## config.mk

```make
export PLATFORM = sky130hd
export DESIGN_NAME = stage_sequencer
export DESIGN_NICKNAME = d
export VERILOG_FILES = /design/src/rtl/stage_seq_pkg.sv /design/src/rtl/stage_wait_timer.sv /design/src/rtl/stage_sequencer.sv
export SDC_FILE = /design/constraint.sdc
export NUM_CORES = 1
export LEC_CHECK = 0
export BUFFER_PORTS_ARGS = -buffer_cell sky130_fd_sc_hd__buf_4
export CAP_MARGIN = 40
export CORE_MARGIN = 2
export CORE_UTILIZATION = 45
export CTS_CLUSTER_SIZE = 28
export DETAILED_ROUTE_END_ITERATION = 8
export PLACE_DENSITY_LB_ADDON = 0.12
export SETUP_SLACK_MARGIN = 0.15
export SLEW_MARGIN = 20
export SYNTH_ARGS = -nofsm -noshare
export SYNTH_HDL_FRONTEND = slang
export SYNTH_SLANG_ARGS = --single-unit
export TNS_END_PERCENT = 100
```

## constraint.sdc

```tcl
create_clock -name Clock -period 4.65 [get_ports Clock]
set_clock_uncertainty 0.15 [all_clocks]
set_input_delay 0.2325 -clock Clock [delete_from_list [all_inputs] [get_ports Clock]]
set_output_delay 0.2325 -clock Clock [all_outputs]
set_load 0.01 [all_outputs]
```

## src/rtl/stage_seq_pkg.sv

```systemverilog
// rtl/stage_seq_pkg.sv - state encoding shared by the stage sequencer and its testbench-facing Stage port
package stage_seq_pkg;

  localparam int STAGE_W = 3;

  typedef enum logic [STAGE_W-1:0] {
    IDLE      = 3'd0,
    FETCH     = 3'd1,
    DECODE    = 3'd2,
    EXECUTE   = 3'd3,
    MEMORY    = 3'd4,
    WRITEBACK = 3'd5,
    HALT      = 3'd6
  } stage_e;

endpackage

```

## src/rtl/stage_wait_timer.sv

```systemverilog
// rtl/stage_wait_timer.sv - consecutive-wait counter that flags the last permitted unanswered cycle
module stage_wait_timer #(
  parameter int W = 8
) (
  input  logic         clk,
  input  logic         rst,
  input  logic         clear,
  input  logic         count,
  input  logic [W-1:0] limit,
  output logic         expired
);

  logic [W-1:0] cnt;

  // expired marks the cycle that would be the limit-th unanswered one
  assign expired = (cnt == limit - 1'b1);

  always_ff @(posedge clk) begin
    if (rst || clear) begin
      cnt <= '0;
    end else if (count && !expired) begin
      cnt <= cnt + 1'b1;
    end
  end

endmodule

```

## src/rtl/stage_sequencer.sv

```systemverilog
// rtl/stage_sequencer.sv - handshaked five-stage sequencer emitting register-load pulses and ROM/RAM strobes
// Optional wait timeout enabled by defining SEQ_TIMEOUT_EN.
module stage_sequencer import stage_seq_pkg::*; #(
  parameter int CNT_W          = 16,
  parameter int TIMEOUT_CYCLES = 255
) (
  input  logic               Clock,
  input  logic               Reset,
  input  logic               Run,
  input  logic               Stall,
  input  logic               Fetch_Ready,
  input  logic               Mem_Access,
  input  logic               Mem_Write,
  input  logic               Mem_Ready,
  input  logic               Wb_Enable,
  input  logic               Halt_Req,
  output logic [STAGE_W-1:0] Stage,
  output logic               ROM1_Read,
  output logic               IR_Enable,
  output logic               PC_Enable,
  output logic               RA_Enable,
  output logic               RB_Enable,
  output logic               RZ_Enable,
  output logic               RM_Enable,
  output logic               Mem_Req,
  output logic               MEM_Read_H_Write_L,
  output logic               RY_Enable,
  output logic               RF_WRITE,
  output logic               Halted,
  output logic [CNT_W-1:0]   Instr_Count,
  output logic               Timeout_Fault
);

  stage_e           state;
  stage_e           state_next;
  logic [CNT_W-1:0] instr_count;
  logic             retire;
  logic             timeout_hit;

  always_ff @(posedge Clock) begin
    if (Reset) begin
      state       <= IDLE;
      instr_count <= '0;
    end else begin
      state <= state_next;
      if (retire) begin
        instr_count <= instr_count + 1'b1;
      end
    end
  end

  // Reset suppresses every decoded output so an abandoned instruction fires nothing
  always_comb begin
    state_next         = state;
    ROM1_Read          = 1'b0;
    IR_Enable          = 1'b0;
    PC_Enable          = 1'b0;
    RA_Enable          = 1'b0;
    RB_Enable          = 1'b0;
    RZ_Enable          = 1'b0;
    RM_Enable          = 1'b0;
    Mem_Req            = 1'b0;
    MEM_Read_H_Write_L = 1'b1;
    RY_Enable          = 1'b0;
    RF_WRITE           = 1'b0;
    Halted             = 1'b0;
    retire             = 1'b0;
    if (!Reset) begin
      case (state)
        IDLE: begin
          if (Run) state_next = FETCH;
        end
        FETCH: begin
          ROM1_Read = 1'b1;
          if (Fetch_Ready) begin
            IR_Enable  = 1'b1;
            PC_Enable  = 1'b1;
            state_next = DECODE;
          end else if (timeout_hit) begin
            state_next = HALT;
          end
        end
        DECODE: begin
          if (!Stall) begin
            if (Halt_Req) begin
              state_next = HALT;
            end else begin
              RA_Enable  = 1'b1;
              RB_Enable  = 1'b1;
              state_next = EXECUTE;
            end
          end
        end
        EXECUTE: begin
          if (!Stall) begin
            RZ_Enable  = 1'b1;
            RM_Enable  = 1'b1;
            state_next = MEMORY;
          end
        end
        MEMORY: begin
          if (Mem_Access) begin
            Mem_Req            = 1'b1;
            MEM_Read_H_Write_L = ~Mem_Write;
            if (Mem_Ready) begin
              RY_Enable  = 1'b1;
              state_next = WRITEBACK;
            end else if (timeout_hit) begin
              state_next = HALT;
            end
          end else begin
            RY_Enable  = 1'b1;
            state_next = WRITEBACK;
          end
        end
        WRITEBACK: begin
          if (!Stall) begin
            RF_WRITE   = Wb_Enable;
            retire     = 1'b1;
            state_next = Run ? FETCH : IDLE;
          end
        end
        HALT: begin
          Halted = 1'b1;
        end
        default: begin
          state_next = IDLE;
        end
      endcase
    end
  end

`ifdef SEQ_TIMEOUT_EN
  localparam int              WAIT_W     = $clog2(TIMEOUT_CYCLES + 1);
  localparam logic [WAIT_W-1:0] WAIT_LIMIT = WAIT_W'(TIMEOUT_CYCLES);

  logic wait_active;
  logic wait_ready;
  logic wait_expired;
  logic fault_q;

  assign wait_active = (state == FETCH) || ((state == MEMORY) && Mem_Access);
  assign wait_ready  = (state == FETCH) ? Fetch_Ready : Mem_Ready;
  assign timeout_hit = wait_expired;

  // Any cycle outside a wait state clears the counter, so each FETCH/MEMORY visit starts at zero
  stage_wait_timer #(
    .W(WAIT_W)
  ) u_wait_timer (
    .clk    (Clock),
    .rst    (Reset),
    .clear  (!wait_active),
    .count  (wait_active && !wait_ready),
    .limit  (WAIT_LIMIT),
    .expired(wait_expired)
  );

  always_ff @(posedge Clock) begin
    if (Reset) begin
      fault_q <= 1'b0;
    end else if (wait_active && !wait_ready && wait_expired) begin
      fault_q <= 1'b1;
    end
  end

  assign Timeout_Fault = fault_q;
`else
  logic unused_timeout_cfg;

  assign unused_timeout_cfg = (TIMEOUT_CYCLES != 0);
  assign timeout_hit        = 1'b0;
  assign Timeout_Fault      = 1'b0;
`endif

  assign Stage       = state;
  assign Instr_Count = instr_count;

endmodule
```

==> metrics <==
outcome=completed; sequential share of the synthesized area=34.39%; diodes inserted=0; DR vias=1013; setup ws final=2.515 ns; initial core utilization=48.60%; synthesized instance count=136; hold buffer count at cts=0; busiest grt layer=met2; post-synthesis cell area=1106 µm²; pre-CTS setup slack=2.501 ns; Largest stage delay, worst path=0.58 ns; ratio of cells with drive above 1 in the final layout=28.57%; # clock sinks=19; top-area cell type share of the netlist area=34.39%; Max Fanout on Critical Path=15; Syn. warnings=0; full die area=2870 µm²; most common cell in the netlist=dfxtp_1; Clock Pin Slew Worst Setup and Hold Paths=0.11 ns; Via density=5.168; global placement routability congestion=0.7800; Compound-Gate Fraction of Synth Area=9.842%; synthesis-to-layout area growth=25.91%; global-route wire length before repair=4077 µm; Residual DRC=0; Synth Area in Adders=1.131%; Max-Cap Viols=0; CP Capture Type=register; grt ovf=0; WP data required=4.69 ns; Setup TNS=0 ns; WP data arrival=2.17 ns; DRT iter0 DRCs=20; largest area contributor in the netlist=dfxtp_1; Final min period=2.136 ns; post-CTS resize count=0; Num CTS Buffers=3; register area=380.4 µm²; met2 GRT Util=35.39%; synth top area cells=dfxtp_1 34%, nor2_1 5.1%, a21oi_1 5.0%; post-synthesis mux area share=2.036%; Synth Area in XOR/XNOR=6.335%; number of routed nets with antenna violations=0; filler cell count=205; initial antenna violation count=0; total wire length=2364 µm; Core Region=2276 µm²; vias in the first global route=938; PortBufs=40; max-slew violation count=0; Cell Pwr Density=218.6 nW/µm²; footprint of the multi-input gates=635.6 µm²; VDD IR-drop max=138.8 µV; Final Net Count=180; post-DP HPWL=1831 µm; drt first pass iters=5; Max clock buf depth=2; # H-tree levels=1; final setup vio count=0; final hold vios=0; Wirelength per Cell=12.06 µm; Syn Nets=147; row cnt=17; number of synthesized flops with an enable pin=0; Simple-Gate Fraction of Synth Area=37.78%; syn_area_per_cell=8.133 µm²; ys flop type=dfxtp_1; total of flip-flops plus latches after synthesis=19; Min-Delay Path Class=input pin to register; routing usage on met1=22.80%; largest family of logic cells by synthesized area=simple AND/OR/NAND/NOR gates; top post-synthesis cells by count=19 x dfxtp_1, 15 x nor2_1, 11 x a21oi_1, 10 x nand2_1; largest net degree at the start of global routing=29; met3 usage=5.278%; CTS tree=yes; Leak=0.0005786 µW; Root Driver=clkbuf_4; final period utilization=45.92%; startpoint types=register; Async SR Flop Fraction=0%; post-CTS setup buffers=0; RSZ-0062 raised after global routing=no; slowest cell on the critical path=dfxtp_1; die width=53.58 µm; Clock Latency Late Sink=0.28 ns; cells along the critical path=and4bb_1 > nand2_1 > nor4_2 > mux2_1; IO Pins=42; Crit Path Class=register to register; max frequency=0.4683 GHz; Tot GR Track Use=19.27%; Die Span Y=53.58 µm; Distinct cells, synth=38
## final cells by class
cell class / count / share of cell area, %
Clock buffer: 4 / 1.887
Inverter: 4 / 1.078
Multi-Input combinational cell: 101 / 45.64
Sequential cell: 19 / 27.31
Tap cell: 28 / 2.516
Timing Repair Buffer: 40 / 21.56
## stage by stage
stage | utilization (%) | cell area, µm² | hold slack [ns] | cells | total power, µW
after floorplan | - | 1106 | 0.2920 | 136 | 208.9
after global placement | 60.03 | 1366 | 0.3359 | 192 | 224.3
after detailed placement | 60.03 | 1366 | 0.3536 | 192 | 226.4
after CTS | 61.19 | 1393 | 0.1322 | 196 | 307.3
after global routing | 61.19 | 1393 | 0.1341 | 196 | 321.6
final | 61.19 | 1393 | 0.1388 | 196 | 304.4
## sequential cells by signal, summed over array words and instances (netlist names)
| name | cells |
|---|---|
| Stage | 3 |
| Instr_Count | 16 |
## worst paths after layout
kind | startpoint | to | slack (ns) | depth (start not counted)
max | Stage[0] | Instr_Count[14] | 2.51 | 4
min | Reset | Instr_Count[7] | 0.14 | 2
max reg2reg | Stage[0] | Instr_Count[14] | 2.51 | 4
min reg2reg | Instr_Count[12] | Instr_Count[12] | 0.37 | 2
## worst max-delay path: cells and delay by family, from the launching register on
kind,cells,cell delay (ns)
DFF,1,0.58
muxes,1,0.34
and+or+nand+nor,3,0.96
## metal layers
layer	wire length, µm	vias to the layer above
li1	-	538
met5	0	-
met1	1051	449
met2	1186	24
met4	12	0
met3	114	2
## cell families after synthesis
group           count (synthesis)
flops                          19
xor+xnor                        8
compound gates                 21
buf+inv                        16
fa+ha+maj                       1
mux                             2
simple gates                   68
other cells                     1
## cell usage in the layout (no fill, tap or decap), types with 3 or more instances in the layout
| master | count |
|---|---|
| o21ai_1 | 6 |
| nor3_1 | 3 |
| xor2_1 | 4 |
| nor2_1 | 15 |
| buf_4 | 40 |
| inv_1 | 4 |
| clkbuf_4 | 3 |
| nor2b_1 | 4 |
| a21oi_1 | 11 |
| dfxtp_1 | 19 |
| nor4_1 | 3 |
| nand2_1 | 10 |
| or3_1 | 6 |
| nand3_1 | 6 |
| xnor2_1 | 4 |
## report_power, final
part           internal (µW)  switching, µW  total, µW
clock                   33.3           48.5       81.8
sequential               166           11.1        177
combinational           23.8           21.5       45.3
total                    223           81.2        304
Note: power is estimated with default switching activity, not from simulation.
